===== src/rtl/serial_add_ctrl_pkg.sv =====
// Shared definitions for the bit-serial adder controller and its bench.
package serial_add_ctrl_pkg;

  localparam int DEFAULT_WIDTH = 8;

  typedef enum logic [1:0] {
    ST_IDLE = 2'd0,
    ST_RUN  = 2'd1,
    ST_DONE = 2'd2
  } state_e;

endpackage


===== src/rtl/fa_bit.sv =====
// Single-bit full adder; the only arithmetic in the serial adder.
module fa_bit (
  input  logic a,
  input  logic b,
  input  logic ci,
  output logic s,
  output logic co
);

  assign s  = a ^ b ^ ci;
  assign co = (a & b) | (ci & (a ^ b));

endmodule


===== src/rtl/serial_add_ctrl.sv =====
// Bit-serial adder: one full adder stepped over WIDTH cycles, LSB first.
// Handshake: start is sampled only in IDLE; busy is high for the WIDTH RUN
// cycles; done is a one-cycle pulse with sum/cout/ovf already valid and held.
module serial_add_ctrl
  import serial_add_ctrl_pkg::*;
#(
  parameter int WIDTH = DEFAULT_WIDTH
) (
  input  logic             clk,
  input  logic             rst_n,
  input  logic             start,
  input  logic [WIDTH-1:0] a,
  input  logic [WIDTH-1:0] b,
  input  logic             cin,
  output logic             busy,
  output logic             done,
  output logic [WIDTH-1:0] sum,
  output logic             cout,
  output logic             ovf
);

  localparam int CNT_W = $clog2(WIDTH);
  localparam logic [CNT_W-1:0] CNT_LAST = CNT_W'(WIDTH - 1);

  state_e           state_q, state_d;
  logic [WIDTH-1:0] a_sh_q, a_sh_d;
  logic [WIDTH-1:0] b_sh_q, b_sh_d;
  logic [WIDTH-1:0] s_sh_q, s_sh_d;
  logic [WIDTH-1:0] sum_q, sum_d;
  logic [CNT_W-1:0] cnt_q, cnt_d;
  logic             carry_q, carry_d;
  logic             cout_q, cout_d;
  logic             ovf_q, ovf_d;
  logic             fa_s, fa_co;

  fa_bit u_fa (
    .a  (a_sh_q[0]),
    .b  (b_sh_q[0]),
    .ci (carry_q),
    .s  (fa_s),
    .co (fa_co)
  );

  always_comb begin
    state_d = state_q;
    a_sh_d  = a_sh_q;
    b_sh_d  = b_sh_q;
    s_sh_d  = s_sh_q;
    sum_d   = sum_q;
    cnt_d   = cnt_q;
    carry_d = carry_q;
    cout_d  = cout_q;
    ovf_d   = ovf_q;
    case (state_q)
      ST_IDLE: begin
        if (start) begin
          a_sh_d  = a;
          b_sh_d  = b;
          carry_d = cin;
          cnt_d   = '0;
          state_d = ST_RUN;
        end
      end
      ST_RUN: begin
        a_sh_d  = a_sh_q >> 1;
        b_sh_d  = b_sh_q >> 1;
        s_sh_d  = {fa_s, s_sh_q[WIDTH-1:1]};
        carry_d = fa_co;
        if (cnt_q == CNT_LAST) begin
          // carry_q is still the carry into the MSB on this last step
          sum_d   = {fa_s, s_sh_q[WIDTH-1:1]};
          cout_d  = fa_co;
          ovf_d   = carry_q ^ fa_co;
          state_d = ST_DONE;
        end else begin
          cnt_d = cnt_q + CNT_W'(1);
        end
      end
      ST_DONE: state_d = ST_IDLE;
      default: state_d = ST_IDLE;
    endcase
  end

  always_ff @(posedge clk or negedge rst_n) begin
    if (!rst_n) begin
      state_q <= ST_IDLE;
      a_sh_q  <= '0;
      b_sh_q  <= '0;
      s_sh_q  <= '0;
      sum_q   <= '0;
      cnt_q   <= '0;
      carry_q <= 1'b0;
      cout_q  <= 1'b0;
      ovf_q   <= 1'b0;
    end else begin
      state_q <= state_d;
      a_sh_q  <= a_sh_d;
      b_sh_q  <= b_sh_d;
      s_sh_q  <= s_sh_d;
      sum_q   <= sum_d;
      cnt_q   <= cnt_d;
      carry_q <= carry_d;
      cout_q  <= cout_d;
      ovf_q   <= ovf_d;
    end
  end

  assign busy = (state_q == ST_RUN);
  assign done = (state_q == ST_DONE);
  assign sum  = sum_q;
  assign cout = cout_q;
  assign ovf  = ovf_q;

endmodule


===== config.mk =====
export PLATFORM = sky130hd
export DESIGN_NAME = serial_add_ctrl
export DESIGN_NICKNAME = d
export VERILOG_FILES = /design/src/rtl/serial_add_ctrl_pkg.sv /design/src/rtl/fa_bit.sv /design/src/rtl/serial_add_ctrl.sv
export SDC_FILE = /design/constraint.sdc
export NUM_CORES = 1
export LEC_CHECK = 0
export ABC_AREA = 1
export BUFFER_PORTS_ARGS = -buffer_cell sky130_fd_sc_hd__buf_4
export CAP_MARGIN = 20
export CORE_ASPECT_RATIO = 0.5
export CORE_UTILIZATION = 37
export CTS_BUF_LIST = sky130_fd_sc_hd__clkbuf_4 sky130_fd_sc_hd__clkbuf_8
export DETAILED_ROUTE_END_ITERATION = 7
export PLACE_DENSITY = 0.6
export SKIP_LAST_GASP = 1
export SYNTH_ARGS = -nofsm -noshare
export SYNTH_HDL_FRONTEND = slang
export SYNTH_HIERARCHICAL = 1
export SYNTH_SLANG_ARGS = --single-unit

===== constraint.sdc =====
create_clock -name clk -period 2 [get_ports clk]
set_input_delay 0.2 -clock clk [delete_from_list [all_inputs] [get_ports clk]]
set_output_delay 0.2 -clock clk [all_outputs]
set_load 0.02 [all_outputs]

==> results.md <==
- Tightest Pin Transition: between 500 and 600 ps
- DR DRC count: 0
- Die height: between 50 and 60 um
- Ant. Diodes: 0
- Req. time, crit path: ~1800 ps
- Worst setup margin: ~500 ps
- Yosys reg bits: 39
- Cell variety after synth: 19
- Die area: approximately 5200 um2
- RSZ-0062 raised after global routing: false
- Setup bufs post-CTS: 0
- Crit path time final: about 1500 ps
- Skew final: 3.680 ps
- Clk root buf: clkbuf_8
- Multi-input logic area: 714.4 um2
- Placed Instances: approximately 310
- Pre-CTS WS: 580.1 ps
- Leak Pwr: 0.001203 uW
- Commonest cells after routing, fill and taps aside: 108 x nand2_1, 39 x dfrtp_1, 35 x buf_4
- Layout net count: roughly 270
- Final setup TNS: 0 ps
- Max-Slew Margin vs Limit: approximately two thirds
- Post-Route Utilization: about half
- Synth warnings: 6
- CP arrival: 1310 ps
- Slew Viols, Final: 0
- Worst setup EP type: primary output
- TritonCTS clock tree: built
- Initial antenna violation count: 0
- TritonCTS Buffers: 5
- Drt first-iter violations: 56
- Critical Path Start Type: flip-flop
- CTS sink cnt: 39
- Global-route wire length before repair: between 6000 and 7000 um
- Vias in the first global route: ~1.4k
- Most common cell after layout, fill and taps aside: nand2_1
- Mapped Cells: roughly 220
- H-Tree Depth: 2
- Row count: 17
- Post-synthesis cell area: 1820 um2
- IO Count: 32
- Layout cells sized above 1: between 20% and 30%
- Clock slew at reported path FFs: 80 ps
- Fin. Hold Viols: 0
- Fmax: about 660 MHz
- First-pass DRT Iterations: 4
- Max cap viols: 0
- Ratio of total power to cell area: between 1500 and 2000 nW/um2
- GRT Total Usage: 16.44%
- Chip width: between 100 and 150 um
- Later-pin clock latency in the skew report: 280 ps
- Register Area: just under 1000 um2
- Final setup viols: 0
- R2r worst-path depth: 7
- Antenna viol nets, final: 0
- Average wire per standard cell: 11.58 um
- I/O Buffers: 31
- Maximum VDD drop: approximately 480 uV
- Layout Area Growth over Synthesis: 21.10%
- Worst hold slack: roughly 160 ps
- GPL Wtd Cong: between 0.7 and 0.8
- Vias: approximately 1.4k
- Final Non-Filler Cells: 317
- Clk buf depth: 2
- Synthesized net count: about 240
- Fillers: 465
- Largest net degree at the start of global routing: 40
- Fin crit share: about three quarters
- Hold WC Path Type: in2reg
- Final wirelength: between 3000 and 4000 um
- Post-DP HPWL: approximately 2600 um
- Status: finished, final reports clean
- Worst-path fanout max: 14
- Hold path cells: 3
- Sequential element share of the synthesized area: 53.61%
- Kind of critical path: reg2out
- Overflow after GRT: 0
- Syn avg cell area: around 8.4 um2
- Starting Density: between 30 and 40%
- Core area: about 4600 um2
- Vias/cell: around 4.5
==> worst max-delay path, stage by stage, from the launching register on <==
cell and delay [ps]:
dfrtp_1 530, buf_4 270, nor2_1 70, buf_4 160
==> cells in the mapped netlist <==
library cell  number  share of area [%]
nand2_1          108                 22
dfrtp_1           39                 54
nand3_1           19                5.2
inv_1             11                2.3
o21ai_0            9                2.5
o21ai_2            7                3.4
buf_6              4                2.5
buf_2              3               0.82
buf_4              2               0.82
ha_1               2                1.4
inv_2              2               0.41
nand2_2            2               0.69
nor2_1             2               0.41
fa_1               1                1.1
inv_4              1               0.34
nor2_2             1               0.34
nor2_4             1               0.62
o21ai_4            1               0.89
xor2_1             1               0.48
==> timing repair <==
action | CTS | global route
hold buffers | 1 | 0
hold endpoints to repair | 39 | 0
gates resized for setup | 0 | 0
==> area by class of cell <==
cell class                 instances  area share (%)
clock buffer                       8           4.711
inverter                          14           2.497
multi-input combinational        154           32.41
sequential                        39           44.27
tap                               66           3.746
timing repair buffer              36           12.37
==> routing by layer <==
metal  global-route usage [%]  vias up  part of all wire [%]
li1                         -      733                     -
met1                    22.54      669                    53
met2                    25.06       27                    42
met3                    5.780        2                   4.9
met4                    3.623        0                  0.35
met5                        0        -                     0
==> cell families (layout without fill, tap and decap cells) <==
logic type	after synthesis	in the layout	share of synthesized area, %
and+or+nand+nor	133	133	29.55
xor gates and xnor gates	1	1	0.4812
AOI/OAI and AO/OA	17	17	6.736
buffers and inverters	23	58	7.148
DFF	39	39	53.61
adders and majority gates	3	3	2.474
==> registers in the layout, summed over array words and instances, names as in the netlist <==
signal	count
a_sh_q	8
b_sh_q	8
sum	8
s_sh_q	7
cnt_q	3
state_q	2
carry_q	1
cout	1
ovf	1
==> metrics by stage <==
step	power [uW]	instance area, um2
3_3_place_gp	2793	2091
2_1_floorplan	2434	1821
5_1_grt	3741	2205
4_1_cts	3447	2205
3_5_place_dp	2840	2091
6_report	3404	2205
==> where the power goes <==
part,internal [uW],switching [uW]
registers,1130,207
logic,566,906
clock network,328,266
total,2030,1380
==> path summary, 6_finish.rpt <==
check                            from  slack (ps)         to
setup / recovery           state_q[0]         490       done
hold / removal                   b[7]         160  b_sh_q[7]
setup reg to reg           state_q[1]         570    carry_q
hold reg to reg             b_sh_q[2]         480  b_sh_q[2]
max in group asynchronous       rst_n        1210     sum[3]
min in group asynchronous       rst_n         440   cnt_q[0]
No activity file was read; power rests on OpenSTA's default activity.
